[src/rtl/risc_pkg.sv]
// Shared definitions for the 16-bit datapath controller: FSM state encoding,
// opcode/op field values, write-back select codes and default widths.
package risc_pkg;

   localparam int WIDTH_DEF = 16;
   localparam int RN_W_DEF  = 3;

   typedef enum logic [2:0] {
      S_WAIT   = 3'd0,
      S_DECODE = 3'd1,
      S_GET_A  = 3'd2,
      S_GET_B  = 3'd3,
      S_EXEC   = 3'd4,
      S_WR_REG = 3'd5,
      S_WR_IMM = 3'd6
   } ctrl_state_t;

   localparam logic [2:0] OPC_MOV = 3'b110;
   localparam logic [2:0] OPC_ALU = 3'b101;

   // op field under OPC_MOV selects immediate vs. register move
   localparam logic [1:0] OP_MOV_IMM = 2'b10;
   localparam logic [1:0] OP_MOV_REG = 2'b00;

   localparam logic [1:0] ALU_ADD = 2'b00;
   localparam logic [1:0] ALU_CMP = 2'b01;
   localparam logic [1:0] ALU_AND = 2'b10;
   localparam logic [1:0] ALU_MVN = 2'b11;

   localparam logic [1:0] VSEL_C   = 2'b00;
   localparam logic [1:0] VSEL_IMM = 2'b10;

endpackage

[src/rtl/instr_dec.sv]
// Combinational instruction decoder: splits the IR into register/shift/op
// fields, classifies the instruction and sign-extends imm8.
module instr_dec
   import risc_pkg::*;
#(
   parameter int WIDTH = WIDTH_DEF,
   parameter int RN_W  = RN_W_DEF
) (
   input  logic [WIDTH-1:0] ir,
   output logic [RN_W-1:0]  rn,
   output logic [RN_W-1:0]  rd,
   output logic [RN_W-1:0]  rm,
   output logic [1:0]       sh,
   output logic [1:0]       op,
   output logic             legal,
   output logic             is_mov_imm,
   output logic             is_mov_reg,
   output logic             is_cmp,
   output logic             is_mvn,
   output logic [WIDTH-1:0] sximm8
);

   logic [2:0] opcode;
   logic       is_alu;

   function automatic logic signed [WIDTH-1:0] sext8(input logic signed [7:0] v);
      return WIDTH'(v);
   endfunction

   assign opcode = ir[15:13];
   assign op     = ir[12:11];
   assign rn     = RN_W'(ir[10:8]);
   assign rd     = RN_W'(ir[7:5]);
   assign sh     = ir[4:3];
   assign rm     = RN_W'(ir[2:0]);
   assign sximm8 = sext8(ir[7:0]);

   assign is_mov_imm = (opcode == OPC_MOV) && (op == OP_MOV_IMM);
   assign is_mov_reg = (opcode == OPC_MOV) && (op == OP_MOV_REG);
   assign is_alu     = (opcode == OPC_ALU) && (op inside {ALU_ADD, ALU_CMP, ALU_AND, ALU_MVN});
   assign is_cmp     = is_alu && (op == ALU_CMP);
   assign is_mvn     = is_alu && (op == ALU_MVN);
   assign legal      = is_mov_imm || is_mov_reg || is_alu;

endmodule

[src/rtl/datapath_ctrl.sv]
// Multi-cycle Moore controller for the 16-bit datapath: one instruction per
// s&&w handshake. Define ILLEGAL_TRAP_EN to add the sticky err trap/lock.
module datapath_ctrl
   import risc_pkg::*;
#(
   parameter int WIDTH = WIDTH_DEF,
   parameter int RN_W  = RN_W_DEF
) (
   input  logic             clk,
   input  logic             reset,
   input  logic             s,
   input  logic [WIDTH-1:0] instr,
   output logic             w,
   output logic [RN_W-1:0]  readnum,
   output logic [RN_W-1:0]  writenum,
   output logic             write,
   output logic             loada,
   output logic             loadb,
   output logic             loadc,
   output logic             loads,
   output logic             asel,
   output logic [1:0]       vsel,
   output logic [1:0]       shift,
   output logic [1:0]       aluop,
   output logic [WIDTH-1:0] sximm8
`ifdef ILLEGAL_TRAP_EN
   ,
   output logic             err
`endif
);

   ctrl_state_t      state, state_nxt;
   logic [WIDTH-1:0] ir;
   logic [RN_W-1:0]  rn, rd, rm;
   logic [1:0]       sh, op;
   logic             legal, is_mov_imm, is_mov_reg, is_cmp, is_mvn;
   logic             locked;
   logic             accept;

   instr_dec #(
      .WIDTH (WIDTH),
      .RN_W  (RN_W)
   ) u_dec (
      .ir         (ir),
      .rn         (rn),
      .rd         (rd),
      .rm         (rm),
      .sh         (sh),
      .op         (op),
      .legal      (legal),
      .is_mov_imm (is_mov_imm),
      .is_mov_reg (is_mov_reg),
      .is_cmp     (is_cmp),
      .is_mvn     (is_mvn),
      .sximm8     (sximm8)
   );

`ifdef ILLEGAL_TRAP_EN
   logic err_q;
   logic err_set;

   assign err_set = (state == S_DECODE) && !legal;
   assign locked  = err_q;
   assign err     = err_q;

   always_ff @(posedge clk) begin
      if (reset)
         err_q <= 1'b0;
      else if (err_set)
         err_q <= 1'b1;
   end
`else
   assign locked = 1'b0;
`endif

   assign accept = (state == S_WAIT) && !locked && s;

   // IR only moves on acceptance, so shift/aluop/sximm8 stay stable while busy
   always_ff @(posedge clk) begin
      if (reset) begin
         state <= S_WAIT;
         ir    <= '0;
      end else begin
         state <= state_nxt;
         if (accept)
            ir <= instr;
      end
   end

   assign shift = sh;
   assign aluop = op;

   always_comb begin
      state_nxt = state;
      w         = 1'b0;
      readnum   = '0;
      writenum  = '0;
      write     = 1'b0;
      loada     = 1'b0;
      loadb     = 1'b0;
      loadc     = 1'b0;
      loads     = 1'b0;
      asel      = 1'b0;
      vsel      = VSEL_C;

      case (state)
         S_WAIT: begin
            w = !locked;
            if (accept)
               state_nxt = S_DECODE;
         end
         S_DECODE: begin
            // illegal words drop back to WAIT; with the trap the lock holds w low there
            if (!legal)
               state_nxt = S_WAIT;
            else if (is_mov_imm)
               state_nxt = S_WR_IMM;
            else if (is_mov_reg || is_mvn)
               state_nxt = S_GET_B;
            else
               state_nxt = S_GET_A;
         end
         S_GET_A: begin
            readnum   = rn;
            loada     = 1'b1;
            state_nxt = S_GET_B;
         end
         S_GET_B: begin
            readnum   = rm;
            loadb     = 1'b1;
            state_nxt = S_EXEC;
         end
         S_EXEC: begin
            loadc     = !is_cmp;
            loads     = is_cmp;
            asel      = is_mov_reg;
            state_nxt = is_cmp ? S_WAIT : S_WR_REG;
         end
         S_WR_REG: begin
            writenum  = rd;
            vsel      = VSEL_C;
            write     = 1'b1;
            state_nxt = S_WAIT;
         end
         S_WR_IMM: begin
            writenum  = rn;
            vsel      = VSEL_IMM;
            write     = 1'b1;
            state_nxt = S_WAIT;
         end
         default: state_nxt = S_WAIT;
      endcase
   end

endmodule
[config.mk]
export PLATFORM = sky130hd
export DESIGN_NAME = datapath_ctrl
export DESIGN_NICKNAME = d
export VERILOG_FILES = /design/src/rtl/risc_pkg.sv /design/src/rtl/instr_dec.sv /design/src/rtl/datapath_ctrl.sv
export SDC_FILE = /design/constraint.sdc
export NUM_CORES = 1
export LEC_CHECK = 0
export CORE_MARGIN = 3
export CORE_UTILIZATION = 41
export CTS_CLUSTER_SIZE = 14
export DETAILED_ROUTE_END_ITERATION = 8
export PLACE_DENSITY = 0.83
export SLEW_MARGIN = 20
export SYNTH_ARGS = -nofsm -noshare
export SYNTH_HDL_FRONTEND = slang
export SYNTH_HIERARCHICAL = 1
export SYNTH_SLANG_ARGS = --single-unit
[constraint.sdc]
create_clock -name clk -period 1.6 [get_ports clk]
set_input_delay 0.4 -clock clk [delete_from_list [all_inputs] [get_ports clk]]
set_output_delay 0.4 -clock clk [all_outputs]
set_load 0.02 [all_outputs]
After elaboration in Yosys (flattened, before gate mapping)
Index checks and enable logic that the tools add are counted.
{"block": "word_totals", "n_memories": 0, "rom_bits": 0, "ramBits": 0, "register_bits": 19, "inputBits": 19, "latchBits": 0}
{"block": "classes", "addsub": 0, "div": 0, "n_shift": 0, "bitwise": 0, "n_eq_ne": 12, "multipliers": 0, "reduce_logical": 14, "n_lt_le_gt_ge": 0, "mux": 16}
{"operator": "$eq A3 B3 Y1 const B", "n": 5}
{"operator": "$pmux W3 S5", "n": 1}
{"operator": "$mux W3", "n": 4}
{"operator": "$pmux W3 S2", "n": 2}
{"operator": "$mux W1", "n": 8}
{"operator": "$eq A3 B2 Y1 const B", "n": 2}
{"operator": "$logic_and A1 B1 Y1", "n": 6}
{"operator": "$eq A2 B2 Y1 const B", "n": 2}
{"operator": "$reduce_bool A4 Y1", "n": 1}
{"operator": "$eq A3 B1 Y1 const B", "n": 1}
{"operator": "$logic_not A3 Y1", "n": 1}
{"operator": "$logic_or A1 B1 Y1", "n": 3}
{"operator": "$eq A2 B1 Y1 const B", "n": 1}
{"operator": "$logic_not A2 Y1", "n": 1}
{"operator": "$mux W2", "n": 1}
{"operator": "$ne A2 B2 Y1 const B", "n": 1}
{"operator": "$reduce_or A2 Y1", "n": 1}
{"operator": "$logic_not A1 Y1", "n": 1}

Longest topological paths before layout
{"block": "depth", "depth_word": 9, "depth_mapped": 6, "mapped_depth_nobuf": 5}

Cells and area by module
The synthesis kept the hierarchy.
{"mod": "datapath_ctrl", "instances": 1, "seq_area_each_um2": 380.4, "cells_per_inst": 117, "area_each_um2": 927.1}
{"mod": "instr_dec", "instances": 1, "seq_area_each_um2": 0.0, "cells_per_inst": 38, "area_each_um2": 275.3}

Least setup slack after synthesis
No wires, ideal clock.
{"block": "synth_path", "kind": "flip-flop to output port", "from": "reg state[1]", "to": "out writenum[0]", "path_slack_ns": 0.111, "n_path_buf": 1, "required_ns": 1.200, "arrival_time_ns": 1.089, "path_stages_with_launch": 5, "path_cell_list": "dfxtp_1 > buf_6 > nor2b_1 > a22oi_1 > nor2b_1"}
{"block": "synth_between", "elab_chain_cells": 2}
{"item": "start: declaration", "line": "datapath_ctrl.sv:32", "rtl": "ctrl_state_t state, state_nxt;"}
{"item": "start signal: assignment", "line": "datapath_ctrl.sv:84", "rtl": "state <= state_nxt;"}
{"item": "$eq A3 B3 Y1", "line": "datapath_ctrl.sv:106", "rtl": "case (state)"}
{"item": "$pmux W3 S2 (*)", "line": "datapath_ctrl.sv:106"}
{"item": "end: declaration", "line": "datapath_ctrl.sv:15", "rtl": "output logic [RN_W-1:0] writenum,"}
Mark *: on every way between the ends. The rest lies on a longest branch, timed or not.

Final worst setup path
{"block": "layout_path", "from": "reg state[1]", "to": "out writenum[1]"}
The elaborated chain is that of the path after synthesis.

==> results.cfg <==
[outcome]
status = finished, violations left
violations = setup timing

[floorplanning]
ios = 54
num_rows = 19
die_x_um = 60.2
dieArea_um2 = 3620
die_h_um = 60.2
core_um2 = 2780
floorplan.initialDensity = 0.432

[pwr]
p_seq_frac = 0.478
p_sw_frac = 0.313
switching_power_uw = 344
clkPwrFrac = 0.232
power.leakage_nw = 0.815
p_int_uw = 757
p_per_area_nw_per_um2 = 601
vdd_ir_drop_max_mv = 0.619
power_frac_comb = 0.289

[clock_network]
htreeDepth = 1
cts_sinks = 19
cts_tree = done
clockRootBuffer = clkbuf_4
numCtsBuffers = 3
clk_latency_ns = 0.32
clk_pin_slew_ns = 0.12
cts_hold_buffers = 0
clockBufferDepth = 2

[final_layout]
final_cells = 237
stdcell_area_um2 = 1830
layout-drive-gt1-share = 0.422
fin_nets = 226
antenna_cells = 0
syn2layout_area_growth_pct = 52.3

[detailed_routing]
top_layer_used = met4
drt_iter0_drc = 33
avgViaCountPerCell = 5.05
drt-met1-wl_mm = 1.24
drcViolationCount = 0
wl_met3_um = 235
wl_mm = 3.47
vias = 1198
routed-wl-met2_mm = 1.90
wl_per_cell_um = 14.6
ant_nets = 0
dr.pass1.iters = 4

[synth]
synth_edf_count = 0
yosys.area.top_type = dfxtp_1
synth_area_um2 = 1200
ys_types = 33
ys_seq_area_frac = 0.316
synth-main-ff-cell = dfxtp_1
synth-seq-cells = 19
syn_area_per_cell_um2 = 7.76
synth_area_leaders = dfxtp_1 (32%), buf_4 (19%), nand2_1 (10%), a21oi_1 (7.1%), nor2_1 (2.8%)
async_reset_ff_frac = 0
synth.top_cell.area_share = 0.316
yosysWarnings = 6
syn_inst = 155
synth_nets = 174

[critical_path]
r2r_slack_ns = -0.03
reg2regPathDepth = 6
arrival_ns = 1.43
path_max_fanout = 4
worstSetupPathType = reg2out
start_kind = flip-flop
worstPathRequired_ns = 1.20
cp-end-kind = output port
r2r-end = ir[4]
r2r-start = state[0]

[min_path]
holdPathEnd = ir[3]
whs_path_depth = 2
hold_path.class = reg2reg
worstHoldStart = ir[3]

[placed_design]
dp_hpwl_mm = 2.40
routabilityCongestion = 0.922
dp_slack_ns = -0.341
port_buffers = 52
dpl_cell_area_um2 = 1640
dp_cells = 222

[timing]
fin_crit_ns = 1.83
fin_ws_ns = -0.231
timing.fmax_mhz = 546
rsz0062_at_grt = yes
slew_viol_final = 0
period_share = 1.14
hold_violations = 0
skew_ns = 0.0106
setup_violations = 25

[flow_run]
cap_violations = 0

[grt]
antenna_found_initial = 0
grt.total_usage = 0.180
grt_max_degree = 17
grt_pass1_vias = 1126
grt_overflow_total = 0
grt_pass1_wl_mm = 4.82
flip-flops by register name (all words and copies together) (netlist names):
name,flops
ir,16
state,3
power groups by stage:
| stage | combinational, mW | clock, mW | sequential [mW] |
|---|---|---|---|
| floorplan | 0.200 | 0 | 0.530 |
| global placement | 0.291 | 0 | 0.531 |
| detailed placement | 0.299 | 0 | 0.533 |
| CTS | 0.296 | 0.254 | 0.523 |
| global route | 0.343 | 0.274 | 0.531 |
| finish | 0.318 | 0.256 | 0.527 |
how the worst max path moves through the flow:
stage          startpoint           to  cells after the start
2_1_floorplan    state[1]  writenum[0]                      4
3_3_place_gp     state[1]  writenum[1]                      4
3_5_place_dp     state[1]  writenum[0]                      4
4_1_cts          state[1]  writenum[1]                      5
5_1_grt          state[1]  writenum[1]                      5
6_report         state[1]  writenum[1]                      5
layout by cell type (no fill, tap or decap), types with 3 or more instances in the layout:
cell and instances:
buf_4 30, clkbuf_4 3, inv_1 5, clkdlybuf4s50_1 18
a21oi_1 16, dfxtp_2 5, clkbuf_2 9, nor2_4 3
nand2_1 32, nor2b_1 3, dlygate4sd2_1 11, dfxtp_1 12
buf_6 16, nor2_2 4
cells in the mapped netlist (3+ instances only):
master	number
inv_1	5
buf_4	30
nor2b_1	4
nand2_1	32
a22oi_1	3
dfxtp_1	19
and2_1	3
a21oi_1	17
nor2_1	9
mux2i_1	3
worst max-delay path: stages, from the launching register on:
cell and delay (ns):
dfxtp_4 0.37, and2b_2 0.25, buf_6 0.13, a22oi_2 0.14, nor2b_1 0.06, buf_4 0.15
cell type report:
type                    instances  area, um^2
fillers                       237         950
repair buffers                 85         732
multi-input cells              93         621
flip-flops and latches         19         394
well taps                      31        38.8
clock buffers                   3        22.5
inverters                       5        18.8
clock inverters                 1        5.00
per-stage QoR:
stage	utilization	power, mW	hold WS, ns	setup TNS, ns
final	0.659	1.10	0.478	-1.91
after detailed placement	0.591	0.831	0.469	-6.50
after floorplan	-	0.730	0.437	0
after global placement	0.591	0.822	0.457	-5.76
after CTS	0.608	1.07	0.479	-1.42
after global routing	0.659	1.15	0.513	-3.51
timing repair:
| item | in CTS | in global routing |
|---|---|---|
| endpoints found under the setup margin | 50 | 38 |
| gates cloned | 1 | 0 |
| buffers inserted | 6 | 7 |
| resized for setup | 96 | 63 |
| pin swaps | 5 | 8 |
cells by family after synthesis:
group,count (synthesis),synth area share
AND/OR/NAND/NOR,63,0.277
other,1,0.00312
multiplexers,3,0.0250
flip-flops,19,0.316
AO/OA/AOI/OAI,26,0.127
buffers and inverters,43,0.252
routing by layer:
metal  up-vias  global-route usage
met1       554               0.175
met5         -                   0
li1        585                   -
met3        11              0.0410
met2        48               0.353
met4         0              0.0791
(Power assumes the default switching activity.)
